File: config.mk
export PLATFORM = sky130hd
export DESIGN_NAME = ltc5548_spi_responder
export DESIGN_NICKNAME = d
export VERILOG_FILES = /design/src/rtl/ltc5548_spi_pkg.sv /design/src/rtl/ltc5548_spi_responder_sync.sv /design/src/rtl/ltc5548_spi_responder.sv
export SDC_FILE = /design/constraint.sdc
export NUM_CORES = 1
export LEC_CHECK = 0
export CAP_MARGIN = 20
export CORE_MARGIN = 2
export CORE_UTILIZATION = 40
export DETAILED_ROUTE_END_ITERATION = 7
export SETUP_SLACK_MARGIN = 0.2
export SLEW_MARGIN = 20
export SYNTH_ARGS = -nofsm -noshare
export SYNTH_HDL_FRONTEND = slang
export SYNTH_SLANG_ARGS = --single-unit
File: constraint.sdc
create_clock -name clk_clk -period 2.25 [get_ports clk_clk]
set_input_delay 0.3375 -clock clk_clk [delete_from_list [all_inputs] [get_ports clk_clk]]
set_output_delay 0.3375 -clock clk_clk [all_outputs]
set_load 0.005 [all_outputs]
File: src/rtl/ltc5548_spi_pkg.sv
// Shared constants and types for the LTC5548 SPI responder.
package ltc5548_spi_pkg;

  localparam logic [2:0] ADDR_CTRL      = 3'd0;
  localparam logic [2:0] ADDR_THRESH    = 3'd1;
  localparam logic [2:0] ADDR_ADC_LO    = 3'd2;
  localparam logic [2:0] ADDR_ADC_HI    = 3'd3;
  localparam logic [2:0] ADDR_MAX_INDEX = 3'd4;
  localparam logic [2:0] ADDR_FRAME_CNT = 3'd5;
  localparam logic [2:0] ADDR_RSVD      = 3'd6;
  localparam logic [2:0] ADDR_ID        = 3'd7;

  localparam int unsigned FRAME_BITS = 16;

  typedef enum logic [1:0] {
    IDLE = 2'd0,
    CMD  = 2'd1,
    DATA = 2'd2,
    DONE = 2'd3
  } state_t;

endpackage

File: src/rtl/ltc5548_spi_responder_sync.sv
// N-flop pin synchronizer with single-cycle rise/fall event pulses.
module spi_pin_sync #(
  parameter int unsigned STAGES = 2
) (
  input  logic clk,
  input  logic rst_n,
  input  logic pin,
  output logic rise,
  output logic fall
);

  logic [STAGES-1:0] chain;
  logic              prev;

  // Resetting to 0 means a fall can only follow a seen rise, so a frame
  // already in progress at reset release is never picked up mid-way.
  always_ff @(posedge clk or negedge rst_n) begin
    if (!rst_n) begin
      chain <= '0;
      prev  <= 1'b0;
    end else begin
      chain <= {chain[STAGES-2:0], pin};
      prev  <= chain[STAGES-1];
    end
  end

  assign rise = chain[STAGES-1] & ~prev;
  assign fall = ~chain[STAGES-1] & prev;

endmodule

File: src/rtl/ltc5548_spi_responder.sv
// SPI mode-0 register responder, fully oversampled on the system clock.
module ltc5548_spi_responder
  import ltc5548_spi_pkg::*;
#(
  parameter logic [7:0]  ID_VALUE    = 8'hC5,
  parameter int unsigned SYNC_STAGES = 2
) (
  input  logic        clk_clk,
  input  logic        reset_reset_n,
  input  logic        spi_SCLK,
  input  logic        spi_MOSI,
  input  logic        spi_SS_n,
  output logic        spi_MISO,
  input  logic [11:0] adc_sample,
  input  logic [7:0]  max_index,
  output logic [7:0]  ctrl_reg,
  output logic [7:0]  thresh_reg,
  output logic        wr_strobe,
  output logic [2:0]  wr_addr,
  output logic        frame_err
);

  logic                   sclk_rise, sclk_fall, ss_rise, ss_fall;
  logic [SYNC_STAGES-1:0] mosi_chain;
  logic                   mosi_s;

  state_t      state;
  logic [3:0]  bit_cnt;
  logic [6:0]  shift_reg;
  logic [7:0]  tx_shift;
  logic        rw;
  logic [2:0]  addr;
  logic [11:0] adc_hold;
  logic [7:0]  frame_cnt;
  logic [2:0]  rd_addr;
  logic [7:0]  rd_data;
  logic [7:0]  wr_data;

  spi_pin_sync #(.STAGES(SYNC_STAGES)) u_sclk_sync (
    .clk  (clk_clk),
    .rst_n(reset_reset_n),
    .pin  (spi_SCLK),
    .rise (sclk_rise),
    .fall (sclk_fall)
  );

  spi_pin_sync #(.STAGES(SYNC_STAGES)) u_ss_sync (
    .clk  (clk_clk),
    .rst_n(reset_reset_n),
    .pin  (spi_SS_n),
    .rise (ss_rise),
    .fall (ss_fall)
  );

  always_ff @(posedge clk_clk or negedge reset_reset_n) begin
    if (!reset_reset_n) mosi_chain <= '0;
    else                mosi_chain <= {mosi_chain[SYNC_STAGES-2:0], spi_MOSI};
  end

  assign mosi_s  = mosi_chain[SYNC_STAGES-1];
  assign wr_data = {shift_reg, mosi_s};

  // Address is decoded from the bit arriving on the 8th edge so the read
  // byte can be loaded in the same cycle as the command is latched.
  always_comb begin
    rd_addr = {shift_reg[1:0], mosi_s};
    rd_data = '0;
    case (rd_addr)
      ADDR_CTRL:      rd_data = ctrl_reg;
      ADDR_THRESH:    rd_data = thresh_reg;
      ADDR_ADC_LO:    rd_data = adc_hold[7:0];
      ADDR_ADC_HI:    rd_data = {4'h0, adc_hold[11:8]};
      ADDR_MAX_INDEX: rd_data = max_index;
      ADDR_FRAME_CNT: rd_data = frame_cnt;
      ADDR_RSVD:      rd_data = '0;
      ADDR_ID:        rd_data = ID_VALUE;
      default:        rd_data = '0;
    endcase
  end

  always_ff @(posedge clk_clk or negedge reset_reset_n) begin
    if (!reset_reset_n) begin
      state      <= IDLE;
      bit_cnt    <= '0;
      shift_reg  <= '0;
      tx_shift   <= '0;
      rw         <= 1'b0;
      addr       <= '0;
      adc_hold   <= '0;
      frame_cnt  <= '0;
      ctrl_reg   <= '0;
      thresh_reg <= '0;
      wr_addr    <= '0;
      wr_strobe  <= 1'b0;
      frame_err  <= 1'b0;
      spi_MISO   <= 1'b0;
    end else begin
      wr_strobe <= 1'b0;
      frame_err <= 1'b0;
      if (ss_rise) begin
        state    <= IDLE;
        spi_MISO <= 1'b0;
        if (state == CMD || state == DATA) frame_err <= 1'b1;
      end else if (ss_fall) begin
        state    <= CMD;
        bit_cnt  <= '0;
        adc_hold <= adc_sample;
        spi_MISO <= 1'b0;
      end else begin
        case (state)
          CMD: begin
            if (sclk_rise) begin
              shift_reg <= wr_data[6:0];
              bit_cnt   <= bit_cnt + 4'd1;
              if (bit_cnt == 4'd7) begin
                rw    <= shift_reg[6];
                addr  <= rd_addr;
                tx_shift <= shift_reg[6] ? rd_data : 8'h00;
                state <= DATA;
              end
            end
          end
          DATA: begin
            if (sclk_rise) begin
              shift_reg <= wr_data[6:0];
              bit_cnt   <= bit_cnt + 4'd1;
              if (bit_cnt == 4'(FRAME_BITS - 1)) begin
                if (!rw && (addr == ADDR_CTRL || addr == ADDR_THRESH)) begin
                  if (addr == ADDR_CTRL) ctrl_reg <= wr_data;
                  else                   thresh_reg <= wr_data;
                  wr_strobe <= 1'b1;
                  wr_addr   <= addr;
                end
                frame_cnt <= frame_cnt + 8'd1;
                state     <= DONE;
              end
            end else if (sclk_fall && rw) begin
              spi_MISO <= tx_shift[7];
              tx_shift <= {tx_shift[6:0], 1'b0};
            end
          end
          default: ;
        endcase
      end
    end
  end

endmodule
==> results.yml, run 1 <==
outcome:
  outcome: "finished clean"
worst_hold_path:
  hold_start: "mosi_chain[0]"
  whs_endpoint: "mosi_chain[1]"
  worst_hold_path.num_cells: 0
  holdCritPathClass: "register to register"
worst_setup_path:
  crit_path_end_kind: "register"
  regToRegEndpoint: "ctrl_reg[1]"
  critical_path_s_largest_stage_delay_ps: 420
  worstPathCellList: "ha_4, nand4b_4, nor4b_4, nand2_4, nor2_4, mux2_2"
  critical_path.startpoint_type: "register"
  path_class: "register to register"
  worstPathArrival_ps: 2180
  crit_family: "simple AND/OR/NAND/NOR gates"
  cp_num_buf_inv: 0
  crit_path_max_fanout: 5
  ff2ff_path_depth: 6
  worst-endpoint-required_ps: 2490
  regToRegSetupSlack_ps: 310
  rr_startpoint: "bit_cnt[0]"
  crit_path_top_delay_cell: "sky130_fd_sc_hd__dfrtp_2"
yosys:
  number_of_warnings_printed_during_yosys_synthesis: 0
  mappedNetlistNets: 343
  postSynthCellCount: 312
  yosys_register_bits: 75
  most_instantiated_cells_after_synthesis: "75 x sky130_fd_sc_hd__dfrtp_1, 36 x sky130_fd_sc_hd__mux2_2, 25 x sky130_fd_sc_hd__nand2_1"
  synth_top_cell_by_area: "sky130_fd_sc_hd__dfrtp_1"
  share_of_async_settable_or_async_resettable_flops_after_synthesis: 1.00
  synth_top_cells_by_area: "sky130_fd_sc_hd__dfrtp_1 53%, sky130_fd_sc_hd__mux2_2 11%, sky130_fd_sc_hd__nand2_1 2.6%"
  post-synth-top-area-fraction: 0.529
  ys_seq_area_frac: 0.529
  post-synth-top-count-cell: "sky130_fd_sc_hd__dfrtp_1"
  syn_avg_cell_area_um2: 11.4
  yosys_most_used_dff: "sky130_fd_sc_hd__dfrtp_1"
  number_of_synthesized_flops_with_an_enable_pin: 0
  yosys.cell_types.count: 53
  summed_instance_area_of_the_synthesized_netlist_mm2: 0.00355
timing:
  finalSetupViolations: 0
  finalHoldViolations: 0
  report.final.slew_viol_count: 0
  rsz0062_at_grt: "false"
  fin_tns_setup_ps: 0
  clock_skew_after_layout_ps: 10.7
  final.setup.worst_slack_ps: 309
  slew_at_the_pin_closest_to_its_max_slew_limit_ps: 610
  fin_crit_ps: 1940
  period_share: 0.863
  slew_headroom: 0.593
  timing.fmax_mhz: 515
power_and_ir_drop:
  power_density_mw_per_mm2: 798
  power_switching_share: 0.299
  pwr-share-seq: 0.453
  power_mw: 3.54
  p_int_mw: 2.48
  net-switching-power_mw: 1.06
  ir_drop_mv: 0.392
  pwr-share-comb: 0.221
  clock_power_share: 0.326
  pleak_nw: 1.99
placement:
  place_worst_setup_slack_ps: 202
  detailed_place_hpwl_um: 5540
  placement.io_buffers: 46
  gpl.final_weighted_congestion: 0.844
clock_tree:
  cts_root_buf: "sky130_fd_sc_hd__clkbuf_8"
  tritoncts_num_sinks: 75
  numCtsBuffers: 9
  htree_num_levels: 3
  cts_tree: "built"
  cts-root-to-sink-buffers: 2
  clk_pin_slew_worst_paths_ps: 80
  worstSkewPairLatency_ps: 350
grt:
  first_pass_grt_wire_length_um: 13000
  gr-usage-met2: 0.243
  grtUsageMet3: 0.0408
  most_used_routing_layer: "met1"
  grt_pass1_vias: 2465
  grt_remaining_overflow: 0
  grt_antenna_before_repair: 0
  met1_usage: 0.260
  maximum_number_of_pins_on_one_net_before_global_route_repair: 41
  track_usage: 0.172
floorplan:
  initial_cell_density_of_the_core: 0.409
  die_area_mm2: 0.00964
  dieHeight_um: 98.2
  placeableCoreArea_mm2: 0.00868
  die_w_um: 98.2
  floorplan.io_pins: 47
  num_rows: 34
detailed_routing:
  avgViaCountPerCell: 5.20
  post_drt_wl_per_cell_um: 16.5
  route.final.wire_length_um: 7900
  route.detailed.drc: 0
  routed-via-count: 2495
  drc_violation_total_after_the_first_tritonroute_iteration: 82
  ant_nets: 0
  dr.pass1.iters: 5
run:
  drv.max_cap_violation_count: 0
finish:
  largest_register: "adc_hold"
  max_reg_flops: 12
  synthToLayoutAreaGrowth_pct: 25.0
  n_antenna_cell: 0
  design.final.nets: 398
  drive_gt1_frac: 0.207
## power by group through the flow
stage / clock, mW / sequential (mW) / combinational (mW)
global route: 1.24 / 1.63 / 0.867
finish: 1.15 / 1.60 / 0.782
floorplan: 0 / 1.55 / 0.558
CTS: 1.17 / 1.60 / 0.766
global placement: 0 / 1.62 / 0.749
detailed placement: 0 / 1.62 / 0.758
## cells by family after synthesis
logic type | after synthesis | synth area share
buffers and inverters | 28 | 0.0321
AND/OR/NAND/NOR | 90 | 0.146
multiplexers | 46 | 0.143
adder cells (fa/ha/maj) | 6 | 0.0212
flip-flops | 75 | 0.529
XOR/XNOR | 7 | 0.0173
AO/OA/AOI/OAI | 60 | 0.111
## routing by layer
layer	vias up	part of all wire
met3	7	0.039
li1	1219	-
met2	46	0.43
met1	1223	0.51
met5	-	0
met4	0	0.012
## area by class of cell
cell class,instances,area (um2)
timing repair buffer,59,571
clock inverter,4,73.8
inverter,12,45.0
fill,793,4240
clock buffer,12,145
multi-input combinational,210,1590
tap,108,135
sequential,75,1880
## repair_timing
item | CTS | global route
hold buffers | 1 | 0
cloned | 0 | 1
buffers inserted | 0 | 1
hold endpoints to repair | 39 | 0
pin swaps | 0 | 2
endpoints found under the setup margin | 1 | 9
resized for setup | 1 | 4
## layout by cell type (no fill, tap or decap), types with 6 or more instances in the layout
| cell type | count |
|---|---|
| sky130_fd_sc_hd__a21oi_1 | 13 |
| sky130_fd_sc_hd__buf_4 | 12 |
| sky130_fd_sc_hd__nand2_1 | 25 |
| sky130_fd_sc_hd__dfrtp_1 | 74 |
| sky130_fd_sc_hd__mux2i_1 | 9 |
| sky130_fd_sc_hd__nor2_1 | 22 |
| sky130_fd_sc_hd__mux2_2 | 36 |
| sky130_fd_sc_hd__o21ai_0 | 11 |
| sky130_fd_sc_hd__clkdlybuf4s50_1 | 45 |
| sky130_fd_sc_hd__nand2b_1 | 9 |
| sky130_fd_sc_hd__inv_1 | 12 |
| sky130_fd_sc_hd__o221ai_1 | 6 |
| sky130_fd_sc_hd__clkbuf_8 | 10 |
| sky130_fd_sc_hd__a31oi_1 | 6 |
## how the worst max path moves through the flow
stage / slack [ps] / startpoint / to / cells after the start
after floorplan: 390 / bit_cnt[0] / ctrl_reg[1] / 6
after global placement: 300 / bit_cnt[0] / ctrl_reg[1] / 6
after detailed placement: 200 / bit_cnt[0] / ctrl_reg[5] / 6
after CTS: 230 / bit_cnt[0] / ctrl_reg[5] / 6
after global routing: 210 / bit_cnt[0] / ctrl_reg[1] / 6
final: 310 / bit_cnt[0] / ctrl_reg[1] / 6
## metrics by stage
stage | utilization | area, um2 | hold slack, ps | cells
floorplan | - | 3550 | 41.9 | 312
global placement | 0.480 | 4170 | 334 | 461
detailed placement | 0.480 | 4170 | 337 | 461
CTS | 0.507 | 4400 | 355 | 478
global route | 0.511 | 4440 | 361 | 480
finish | 0.511 | 4440 | 352 | 480
No activity file was read; power rests on OpenSTA's default activity.
==> run 2: changes to the inputs <==
CORE_ASPECT_RATIO = 1.25   (was unset)
==> run 2 against run 1 <==
  * The run now ends with hold timing left
  * Setup slack worse by 13 ps
  * Clock skew up 0.68 ps
  * Register-to-register slack hardly changed
  * Die area hardly changed
  * Largest cell class unchanged
  * Non-clock buffer count down 2
  * Combinational power grew 1%
  * Largest power group unchanged
==> results.yml, run 2 (synthesis gave the netlist of run 1 again) <==
outcome:
  outcome: "finished, violations left"
  violations: "hold timing"
floorplan:
  placeableCoreArea_mm2: 0.00865
  dieHeight_um: 109
  floorplan.io_pins: 47
  die_w_um: 88.2
  num_rows: 38
  initial_cell_density_of_the_core: 0.410
  die_area_mm2: 0.00964
detailed_routing:
  ant_nets: 0
  post_drt_wl_per_cell_um: 15.9
  avgViaCountPerCell: 5.19
  drc_violation_total_after_the_first_tritonroute_iteration: 114
  route.detailed.drc: 0
  dr.pass1.iters: 4
  routed-via-count: 2545
  route.final.wire_length_um: 7790
power_and_ir_drop:
  net-switching-power_mw: 1.07
  ir_drop_mv: 0.375
  pleak_nw: 1.96
  power_density_mw_per_mm2: 760
  p_int_mw: 2.26
  clock_power_share: 0.284
  pwr-share-comb: 0.238
  power_mw: 3.33
  pwr-share-seq: 0.479
  power_switching_share: 0.321
worst_setup_path:
  critical_path_s_largest_stage_delay_ps: 430
  ff2ff_path_depth: 6
  regToRegEndpoint: "ctrl_reg[2]"
  path_class: "register to register"
  regToRegSetupSlack_ps: 300
  worst-endpoint-required_ps: 2490
  rr_startpoint: "bit_cnt[1]"
  crit_path_end_kind: "register"
  critical_path.startpoint_type: "register"
  crit_path_max_fanout: 5
  worstPathArrival_ps: 2190
  worstPathCellList: "ha_4, nand4b_4, nor4b_4, nand2_4, nor2_4, mux2_2"
  crit_path_top_delay_cell: "sky130_fd_sc_hd__dfrtp_1"
timing:
  report.final.slew_viol_count: 0
  timing.fmax_mhz: 512
  rsz0062_at_grt: "false"
  fin_tns_setup_ps: 0
  slew_at_the_pin_closest_to_its_max_slew_limit_ps: 805
  fin_crit_ps: 1950
  slew_headroom: 0.463
  clock_skew_after_layout_ps: 11.4
  hold_ws_ps: -19.2
  finalHoldViolations: 11
  period_share: 0.868
  finalSetupViolations: 0
finish:
  largest_register: "adc_hold"
  synthToLayoutAreaGrowth_pct: 23.7
  layout_common_cells: "74 x sky130_fd_sc_hd__dfrtp_1, 45 x sky130_fd_sc_hd__clkdlybuf4s50_1, 36 x sky130_fd_sc_hd__mux2_2, 25 x sky130_fd_sc_hd__nand2_1, 22 x sky130_fd_sc_hd__nor2_1"
  design.final.nets: 396
  total_of_fill_cells_in_the_finished_design: 816
  drive_gt1_frac: 0.205
  final_cell_count_no_fill: 490
  final_instance_area_mm2: 0.00439
  sequential_cell_area_mm2: 0.00188
  final_common_cell: "sky130_fd_sc_hd__dfrtp_1"
  n_antenna_cell: 0
  max_reg_flops: 12
  area_taken_by_multi_input_logic_gates_mm2: 0.00159
clock_tree:
  htree_num_levels: 3
  worstSkewPairLatency_ps: 360
  numCtsBuffers: 9
  cts_root_buf: "sky130_fd_sc_hd__clkbuf_8"
  clk_pin_slew_worst_paths_ps: 80
  tritoncts_num_sinks: 75
  cts_tree: "built"
  cts-root-to-sink-buffers: 2
worst_hold_path:
  holdCritPathClass: "input pin to async pin"
placement:
  gpl.final_weighted_congestion: 0.808
  dp.cells: 472
  place_area_mm2: 0.00417
  placement.io_buffers: 46
  detailed_place_hpwl_um: 5700
grt:
  first_pass_grt_wire_length_um: 12800
  track_usage: 0.175
  maximum_number_of_pins_on_one_net_before_global_route_repair: 46
  grt_pass1_vias: 2615
  grt_remaining_overflow: 0
  grt_antenna_before_repair: 0
run:
  drv.max_cap_violation_count: 0
==> run 2: power by group through the flow <==
| stage | Sequential [mW] | Combinational [mW] | Clock, mW |
|---|---|---|---|
| floorplan | 1.55 | 0.558 | 0 |
| global placement | 1.61 | 0.777 | 0 |
| detailed placement | 1.62 | 0.790 | 0 |
| CTS | 1.59 | 0.793 | 0.968 |
| global route | 1.61 | 0.888 | 1.04 |
| finish | 1.60 | 0.792 | 0.945 |
==> run 2: final cells by class <==
class | instances | area share
Clock inverter | 5 | 0.00798
Tap cell | 120 | 0.0342
Multi-Input combinational cell | 210 | 0.361
Sequential cell | 75 | 0.428
Inverter | 12 | 0.0103
Clock buffer | 11 | 0.0322
Timing Repair Buffer | 57 | 0.126
==> run 2: worst max-delay path by stage <==
stage | from | end | slack (ps)
5_1_grt | u_ss_sync.chain[1] | frame_cnt[7] | 190
3_3_place_gp | bit_cnt[0] | ctrl_reg[7] | 300
4_1_cts | bit_cnt[0] | ctrl_reg[1] | 230
2_1_floorplan | bit_cnt[0] | ctrl_reg[1] | 390
3_5_place_dp | bit_cnt[0] | ctrl_reg[1] | 230
6_report | bit_cnt[1] | ctrl_reg[2] | 300
==> run 2: metal layers <==
layer	vias up	share of wire	track usage
met5	-	0	0
met4	0	0.022	0.0649
met3	13	0.037	0.0341
met2	52	0.51	0.288
met1	1261	0.43	0.228
li1	1219	-	-
==> run 2: what timing repair did <==
| action | CTS | global route |
|---|---|---|
| buffers inserted | 0 | 1 |
| resized for setup | 0 | 4 |
| endpoints found under the setup margin | 0 | 9 |
| hold buffers | 0 | 0 |
==> run 2: per-stage QoR <==
| stage | worst slack, ps | hold WS, ps | util |
|---|---|---|---|
| after floorplan | 389 | 41.9 | - |
| after global placement | 300 | 332 | 0.482 |
| after detailed placement | 229 | 341 | 0.482 |
| after CTS | 233 | 13.9 | 0.503 |
| after global routing | 192 | 31.0 | 0.507 |
| final | 297 | -19.2 | 0.507 |
==> run 2: worst max-delay path: cells and delay by family (launching register included) <==
family | cells | cell delay [ps]
flip-flops | 1 | 430
AND/OR/NAND/NOR | 4 | 880
multiplexers | 1 | 340
adder cells (fa/ha/maj) | 1 | 180
